===== src/rtl/fp_div_rr_sched.sv =====
// fp_div_rr_sched: round-robin scheduler that shares one sequential int16->fp32
// divider core (start pulse in, complete pulse out) among N requesters and returns
// the tagged fp32 quotient over a valid/ready response channel.
// Optional feature: define FPDIV_SCHED_TIMEOUT_EN to abort a division that has not
// completed within TIMEOUT_CYC WAIT cycles (response qNaN, status 8'h80).
module fp_div_rr_sched #(
    parameter int N           = 4,
    parameter int IDW         = 2,
    parameter int TIMEOUT_CYC = 31
) (
    input  logic              clk,
    input  logic              rst_n,
    input  logic [N-1:0]      req_valid,
    input  logic [16*N-1:0]   req_a,
    input  logic [16*N-1:0]   req_b,
    output logic [N-1:0]      req_ready,
    output logic              div_start,
    output logic [15:0]       div_a,
    output logic [15:0]       div_b,
    input  logic [31:0]       div_z,
    input  logic [7:0]        div_status,
    input  logic              div_complete,
    output logic              rsp_valid,
    input  logic              rsp_ready,
    output logic [IDW-1:0]    rsp_id,
    output logic [31:0]       rsp_data,
    output logic [7:0]        rsp_status
);

    typedef enum logic [1:0] {
        S_IDLE  = 2'd0,
        S_ISSUE = 2'd1,
        S_WAIT  = 2'd2,
        S_RESP  = 2'd3
    } state_t;

    state_t          state_q, state_d;
    logic [IDW-1:0]  rr_ptr_q, rr_ptr_d;
    logic [IDW-1:0]  grant_id_q, grant_id_d;
    logic [N-1:0]    req_ready_q, req_ready_d;
    logic            div_start_q, div_start_d;
    logic [15:0]     div_a_q, div_a_d;
    logic [15:0]     div_b_q, div_b_d;
    logic            rsp_valid_q, rsp_valid_d;
    logic [IDW-1:0]  rsp_id_q, rsp_id_d;
    logic [31:0]     rsp_data_q, rsp_data_d;
    logic [7:0]      rsp_status_q, rsp_status_d;

`ifdef FPDIV_SCHED_TIMEOUT_EN
    logic [4:0]      wait_cnt_q, wait_cnt_d;
`endif

    logic            found;
    logic [IDW-1:0]  winner;
    logic [15:0]     win_a;
    logic [15:0]     win_b;
    logic [IDW:0]    scan_sum;
    logic [IDW-1:0]  scan_idx;

    // Pick the first pending requester at or after rr_ptr (wrapping mod N) and mux its operands
    always_comb begin
        found    = 1'b0;
        winner   = '0;
        win_a    = '0;
        win_b    = '0;
        scan_sum = '0;
        scan_idx = '0;
        for (int k = 0; k < N; k++) begin
            scan_sum = {1'b0, rr_ptr_q} + (IDW+1)'(k);
            if (scan_sum >= (IDW+1)'(N)) begin
                scan_sum = scan_sum - (IDW+1)'(N);
            end
            scan_idx = scan_sum[IDW-1:0];
            if (!found && req_valid[scan_idx]) begin
                found  = 1'b1;
                winner = scan_idx;
            end
        end
        for (int i = 0; i < N; i++) begin
            if (winner == IDW'(i)) begin
                win_a = req_a[16*i +: 16];
                win_b = req_b[16*i +: 16];
            end
        end
    end

    // Next-state and registered-output logic for IDLE -> ISSUE -> WAIT -> RESP
    always_comb begin
        state_d      = state_q;
        rr_ptr_d     = rr_ptr_q;
        grant_id_d   = grant_id_q;
        req_ready_d  = '0;
        div_start_d  = 1'b0;
        div_a_d      = div_a_q;
        div_b_d      = div_b_q;
        rsp_valid_d  = rsp_valid_q;
        rsp_id_d     = rsp_id_q;
        rsp_data_d   = rsp_data_q;
        rsp_status_d = rsp_status_q;
`ifdef FPDIV_SCHED_TIMEOUT_EN
        wait_cnt_d   = wait_cnt_q;
`endif
        case (state_q)
            S_IDLE: begin
                if (found) begin
                    state_d             = S_ISSUE;
                    req_ready_d[winner] = 1'b1;
                    div_start_d         = 1'b1;
                    div_a_d             = win_a;
                    div_b_d             = win_b;
                    grant_id_d          = winner;
                    rr_ptr_d            = (winner == IDW'(N-1)) ? '0 : winner + IDW'(1);
                end
            end
            S_ISSUE: begin
                state_d = S_WAIT;
`ifdef FPDIV_SCHED_TIMEOUT_EN
                wait_cnt_d = '0;
`endif
            end
            S_WAIT: begin
                if (div_complete) begin
                    state_d      = S_RESP;
                    rsp_valid_d  = 1'b1;
                    rsp_id_d     = grant_id_q;
                    rsp_data_d   = div_z;
                    rsp_status_d = div_status;
`ifdef FPDIV_SCHED_TIMEOUT_EN
                end else if (wait_cnt_q == 5'(TIMEOUT_CYC - 1)) begin
                    state_d      = S_RESP;
                    rsp_valid_d  = 1'b1;
                    rsp_id_d     = grant_id_q;
                    rsp_data_d   = 32'h7FC0_0000;
                    rsp_status_d = 8'h80;
                end else begin
                    wait_cnt_d = wait_cnt_q + 5'd1;
`endif
                end
            end
            S_RESP: begin
                if (rsp_ready) begin
                    state_d     = S_IDLE;
                    rsp_valid_d = 1'b0;
                end
            end
            default: begin
                state_d = S_IDLE;
            end
        endcase
    end

    // State and output registers, cleared by the asynchronous reset
    always_ff @(posedge clk or negedge rst_n) begin
        if (!rst_n) begin
            state_q      <= S_IDLE;
            rr_ptr_q     <= '0;
            grant_id_q   <= '0;
            req_ready_q  <= '0;
            div_start_q  <= 1'b0;
            div_a_q      <= '0;
            div_b_q      <= '0;
            rsp_valid_q  <= 1'b0;
            rsp_id_q     <= '0;
            rsp_data_q   <= '0;
            rsp_status_q <= '0;
        end else begin
            state_q      <= state_d;
            rr_ptr_q     <= rr_ptr_d;
            grant_id_q   <= grant_id_d;
            req_ready_q  <= req_ready_d;
            div_start_q  <= div_start_d;
            div_a_q      <= div_a_d;
            div_b_q      <= div_b_d;
            rsp_valid_q  <= rsp_valid_d;
            rsp_id_q     <= rsp_id_d;
            rsp_data_q   <= rsp_data_d;
            rsp_status_q <= rsp_status_d;
        end
    end

`ifdef FPDIV_SCHED_TIMEOUT_EN
    // WAIT-cycle counter for the scheduler timeout
    always_ff @(posedge clk or negedge rst_n) begin
        if (!rst_n) begin
            wait_cnt_q <= '0;
        end else begin
            wait_cnt_q <= wait_cnt_d;
        end
    end
`endif

    assign req_ready  = req_ready_q;
    assign div_start  = div_start_q;
    assign div_a      = div_a_q;
    assign div_b      = div_b_q;
    assign rsp_valid  = rsp_valid_q;
    assign rsp_id     = rsp_id_q;
    assign rsp_data   = rsp_data_q;
    assign rsp_status = rsp_status_q;

endmodule

===== config.mk =====
export PLATFORM = sky130hd
export DESIGN_NAME = fp_div_rr_sched
export DESIGN_NICKNAME = d
export VERILOG_FILES = /design/src/rtl/fp_div_rr_sched.sv
export SDC_FILE = /design/constraint.sdc
export NUM_CORES = 1
export LEC_CHECK = 0
export BUFFER_PORTS_ARGS = -buffer_cell sky130_fd_sc_hd__clkbuf_2
export CORE_UTILIZATION = 44
export CTS_CLUSTER_DIAMETER = 30
export DETAILED_ROUTE_END_ITERATION = 8
export GPL_ROUTABILITY_DRIVEN = 0
export PLACE_DENSITY = 0.87
export REMOVE_ABC_BUFFERS = 1
export SYNTH_ARGS = -nofsm -noshare
export SYNTH_HDL_FRONTEND = slang
export SYNTH_SLANG_ARGS = --single-unit

===== constraint.sdc =====
create_clock -name clk -period 2.9 [get_ports clk]
set_input_delay 0.29 -clock clk [delete_from_list [all_inputs] [get_ports clk]]
set_output_delay 0.29 -clock clk [all_outputs]
set_load 0.01 [all_outputs]

# After elaboration in Yosys (flattened, before gate mapping)
# Index checks and enable logic that the tools add are counted.
# word_totals
latch_bits,0
in_bits,176
mem_count,0
ramBits,0
romBits,0
wordCells,94
reg_bits,86
# op_classes
shifts,0
mul,0
n_div,0
addsub,8
n_lt_le_gt_ge,10
n_reduce_logical,14
n_bitwise,0
eq_ne,9
n_mux,42
# ops
cell,count
16-bit two-way mux,8
2-bit two-way mux,12
"2-bit by 3-bit < comparator with 1-bit output, second input constant",5
1-bit two-way mux,13
"3-bit >= comparator, second input constant",3
1-bit binary-select mux with 2-bit select,4
"2-bit == test, second input constant",4
4-bit two-way mux,2
2-bit one-hot mux with 4 select lines,1
"2-bit by 1-bit subtractor with 2-bit output, second input constant",4
"2-bit by 2-bit adder with 3-bit output, second input constant",2
"2-bit inequality test, second input constant",3
3-bit AND reduction,2
"2-bit by 1-bit == test with 1-bit output, second input constant",2
1-bit logical AND,4
2-bit logical NOT,2
2-bit AND reduction,2
"2-bit by 1-bit adder with 3-bit output, second input constant",1
"2-bit by 3-bit >= comparator with 1-bit output, second input constant",1
1-bit logical NOT,3
"2-bit by 1-bit adder with 2-bit output, second input constant",1
1-bit demux with 2-bit select,1
"2-bit by 1-bit >= comparator with 1-bit output, second input constant",1
1-bit one-hot mux with 2 select lines,1
2-bit nonzero test,1

# Logic depth before layout (Yosys ltp)
# logic_depth
depth_word,20
ltp_mapped,9

# Worst setup path before layout
# Ideal clock, no wire load.
# synth_path
path_kind,register -> register
from,register rr_ptr_q[0]
to,register div_b_q[10] (netlist: div_b[10])
arrival_ns,2.242
synth_period_minus_slack_ns,2.320
path_slack_ns,0.580
stages_incl_launch_ff,9
cell_sequence,dfrtp_1 -> nor3b_1 -> or3_1 -> ha_1 -> clkbuf_1 -> clkbuf_1 -> a21oi_1 -> a221o_1 -> a21oi_1
# synth_via
elab_chain_len,19
word_cells_on_any_way,46
cone_classes,add/sub (7); order compare (4); eq/ne (3); mux (24); reduce/logical (8)
# synth_rtl
element,line,text
start: declaration,38,"logic [IDW-1:0] rr_ptr_q, rr_ptr_d;"
start signal: assignment,168,rr_ptr_q <= rr_ptr_d;
branches (longest 19 deep; another with 2-bit by 1-bit adder with 3-bit output),--,
end signal: assignment,173,div_b_q <= div_b_d;
end: declaration,43,"logic [15:0] div_b_q, div_b_d;"
# Parallel ways; which one is timed is not known. The select of a mux whose other input is x is not followed.
# A chain may end at the register's enable or synchronous reset.

# Final worst setup path
# layout_path
from,register rr_ptr_q[1]
to,register div_a_q[3] (netlist: div_a[3])
# layout_via
elab_chain_len,19
word_cells_on_any_way,46
cone_classes,add/sub (7); order compare (4); eq/ne (3); mux (24); reduce/logical (8)
# layout_rtl
element,line,text
branches (longest 13 deep; another with 2-bit by 1-bit adder with 3-bit output),--,
2-bit two-way mux *,74,if (!found && req_valid[scan_idx]) begin
net winner[0],54,logic [IDW-1:0] winner;
2-bit logical NOT,80,if (winner == IDW'(i)) begin
16-bit two-way mux (3 in series),80,
16-bit two-way mux *,80,
end signal: assignment,172,div_a_q <= div_a_d;
end: declaration,42,"logic [15:0] div_a_q, div_a_d;"
# Mark *: on every way through the listed nets, which the timed path passes. The select of a mux whose other input is x is not followed.

==> metrics.yaml <==
status:
  run_status: "finished, final reports clean"
sta:
  relSlewSlack: 0.518
  fin_worst_skew_ps: 7.00
  fin_crit_ps: 2590
  slew_viol_final: 0
  setup_tns_ps: 0
  setup_viol: 0
  hold_ws_ps: 164
  period_share: 0.894
  tightest_slew_ps: 721
  hold_violations: 0
  rsz0062_at_grt: "no"
  max_freq_mhz: 386
global_route:
  grt_max_degree: 66
  antenna_found_initial: 0
  grt_pass1_wl_um: 18500
  grt_pass1_vias: 3984
  grt_remaining_overflow: 0
  track_usage: 0.231
synth:
  ys_types: 30
  synth_seq_cells: 86
  yosysTopAreaCell: "dfrtp_1"
  synth.avg_cell_area_sq_um: 10.1
  synthTopCellsByArea: "dfrtp_1 49%, a21oi_1 11%, mux2_2 11%"
  synth_top_area_frac: 0.489
  synth_seq_area_share: 0.489
  yosys_warnings: 0
  syn_inst: 437
  synth.cell_area_sq_mm: 0.00440
floorplan:
  rows: 36
  initial_core_util: 0.453
  die-area_sq_mm: 0.0104
  fp.coreArea_sq_mm: 0.00973
  die_h_um: 102
  die_w_um: 102
  io_pins: 256
route:
  routed_wl_um: 12400
  drc: 0
  met2_length_um: 6200
  met3_length_um: 972
  top_layer: "met4"
  vias: 4281
  vias_per_cell: 5.24
  wl_met1_um: 4990
  drt-initial-drc-count: 131
  routedWlPerCell_um: 15.2
  ant_nets: 0
  drtPass1Iterations: 5
clock_tree:
  postCtsSetupBuffers: 0
  clock_path_buffers: 2
  cts_tree: "built"
  cts_buffers: 9
  cts-root-buf: "clkbuf_8"
  h-tree-depth: 3
  path_clk_slew_ps: 90
  clkSinkCount: 86
  clkLatencyLatePin_ps: 360
job:
  maxCapViolCount: 0
cells_and_area:
  area_growth_pct: 37.0
  fin_cells: 817
  fillerInstances: 808
  design_area_sq_mm: 0.00603
  final_nets: 862
  drive_above_1_share: 0.481
  final_cell_mix: "254 x clkbuf_2, 97 x a21oi_1, 86 x dfrtp_1, 43 x mux2_2, 36 x inv_1"
  antenna_cells: 0
  final_common_cell: "clkbuf_2"
pwr:
  leakagePower_nw: 3.10
  ir_drop_mv: 0.365
  power-per-cell-area_mw_per_mm2: 1050
setup_path:
  path_class: "reg -> reg"
  worst_setup_path_end_kind: "register"
  start_kind: "register"
  crit_arrival_ps: 2870
  required_ps: 3180
  path_max_fanout: 39
placement:
  dp_hpwl_um: 9330
  port_buffers: 255
  numPlacedInstances: 800
  place_area_sq_mm: 0.00580
min_path:
  hold_class: "in -> reg"
repair_timing:
action | CTS | global route
setup endpoints to repair | 0 | 2
gates resized for setup | 0 | 1
hold buffers | 1 | 0
hold endpoints to repair | 43 | 0
sequential cells by signal (all words and copies together), names as in the netlist:
signal      count
rr_ptr_q        2
rsp_valid       1
div_start       1
rsp_status      8
div_b          16
state_q         2
req_ready       4
rsp_data       32
rsp_id          2
grant_id_q      2
div_a          16
worst max-delay path, stage by stage, from the launching register on:
cell	delay [ps]
dfrtp_1	430
nand2b_1	180
and3_1	220
nor3_1	450
ha_2	290
buf_4	320
a21oi_1	120
a221o_1	370
a21oi_1	130
report_power, final:
group	internal (mW)	leakage, nW	switching (mW)
Sequential	1.81	1.01	0.330
Combinational	1.50	1.98	1.74
Clock	0.489	0.108	0.431
Total	3.80	3.10	2.50
cells by family (layout without fill, tap and decap cells):
family / Yosys count / after routing / synth area share
AO/OA/AOI/OAI: 141 / 141 / 0.208
adder cells (fa/ha/maj): 7 / 7 / 0.0199
multiplexers: 43 / 43 / 0.110
flip-flops: 86 / 86 / 0.489
AND/OR/NAND/NOR: 87 / 87 / 0.110
buffers and inverters: 73 / 320 / 0.0642
cell type report:
class	count	area [sq um]	area share
Multi-Input combinational cell	278	1990	0.330
Sequential cell	86	2150	0.357
Inverter	37	139	0.0230
Clock inverter	5	82.6	0.0137
Clock buffer	11	131	0.0218
Timing Repair Buffer	267	1370	0.227
Tap cell	133	166	0.0276
cells in the mapped netlist:
cell and n:
a21oi_1 97, dfrtp_1 86, mux2_2 43, inv_1 36, nor2_1 33, a221o_1 32, nand3b_1 32, clkbuf_1 23
nand2_1 8, buf_2 7, ha_1 7, buf_1 6, and2_1 4, o21ai_0 4, nor3_1 2, o32a_1 2
or3_1 2, a21boi_0 1, a221oi_1 1, and3_1 1, inv_2 1, nand2b_1 1, nand4b_1 1, nor2b_1 1
nor3b_1 1, nor4_1 1, o2bb2ai_1 1, o31ai_1 1, o41ai_1 1, o41ai_4 1
per-layer routing:
metal  vias up  track usage
met4         0       0.0989
li1       2045            -
met2       213        0.406
met5         -            0
met1      2001        0.268
met3        22       0.0568
worst paths after layout:
check / startpoint / endpoint / slack [ps] / cells after the start
max: rr_ptr_q[1] / div_a[3] / 310 / 8
max reg2reg: rr_ptr_q[1] / div_a[3] / 310 / 8
min in group asynchronous: rst_n / rsp_data[20] / 470 / 2
min: div_z[5] / rsp_data[5] / 160 / 2
min reg2reg: grant_id_q[1] / grant_id_q[1] / 480 / 2
max in group asynchronous: rst_n / rsp_valid / 1690 / 3
per-stage QoR:
step / utilization / power (mW) / setup WS (ps)
after floorplan: - / 4.16 / 32.4
after global placement: 0.596 / 5.26 / 367
after detailed placement: 0.596 / 5.42 / 236
after CTS: 0.619 / 6.36 / 210
after global routing: 0.620 / 6.78 / 128
final: 0.620 / 6.31 / 309
No activity file was read; power rests on OpenSTA's default activity.
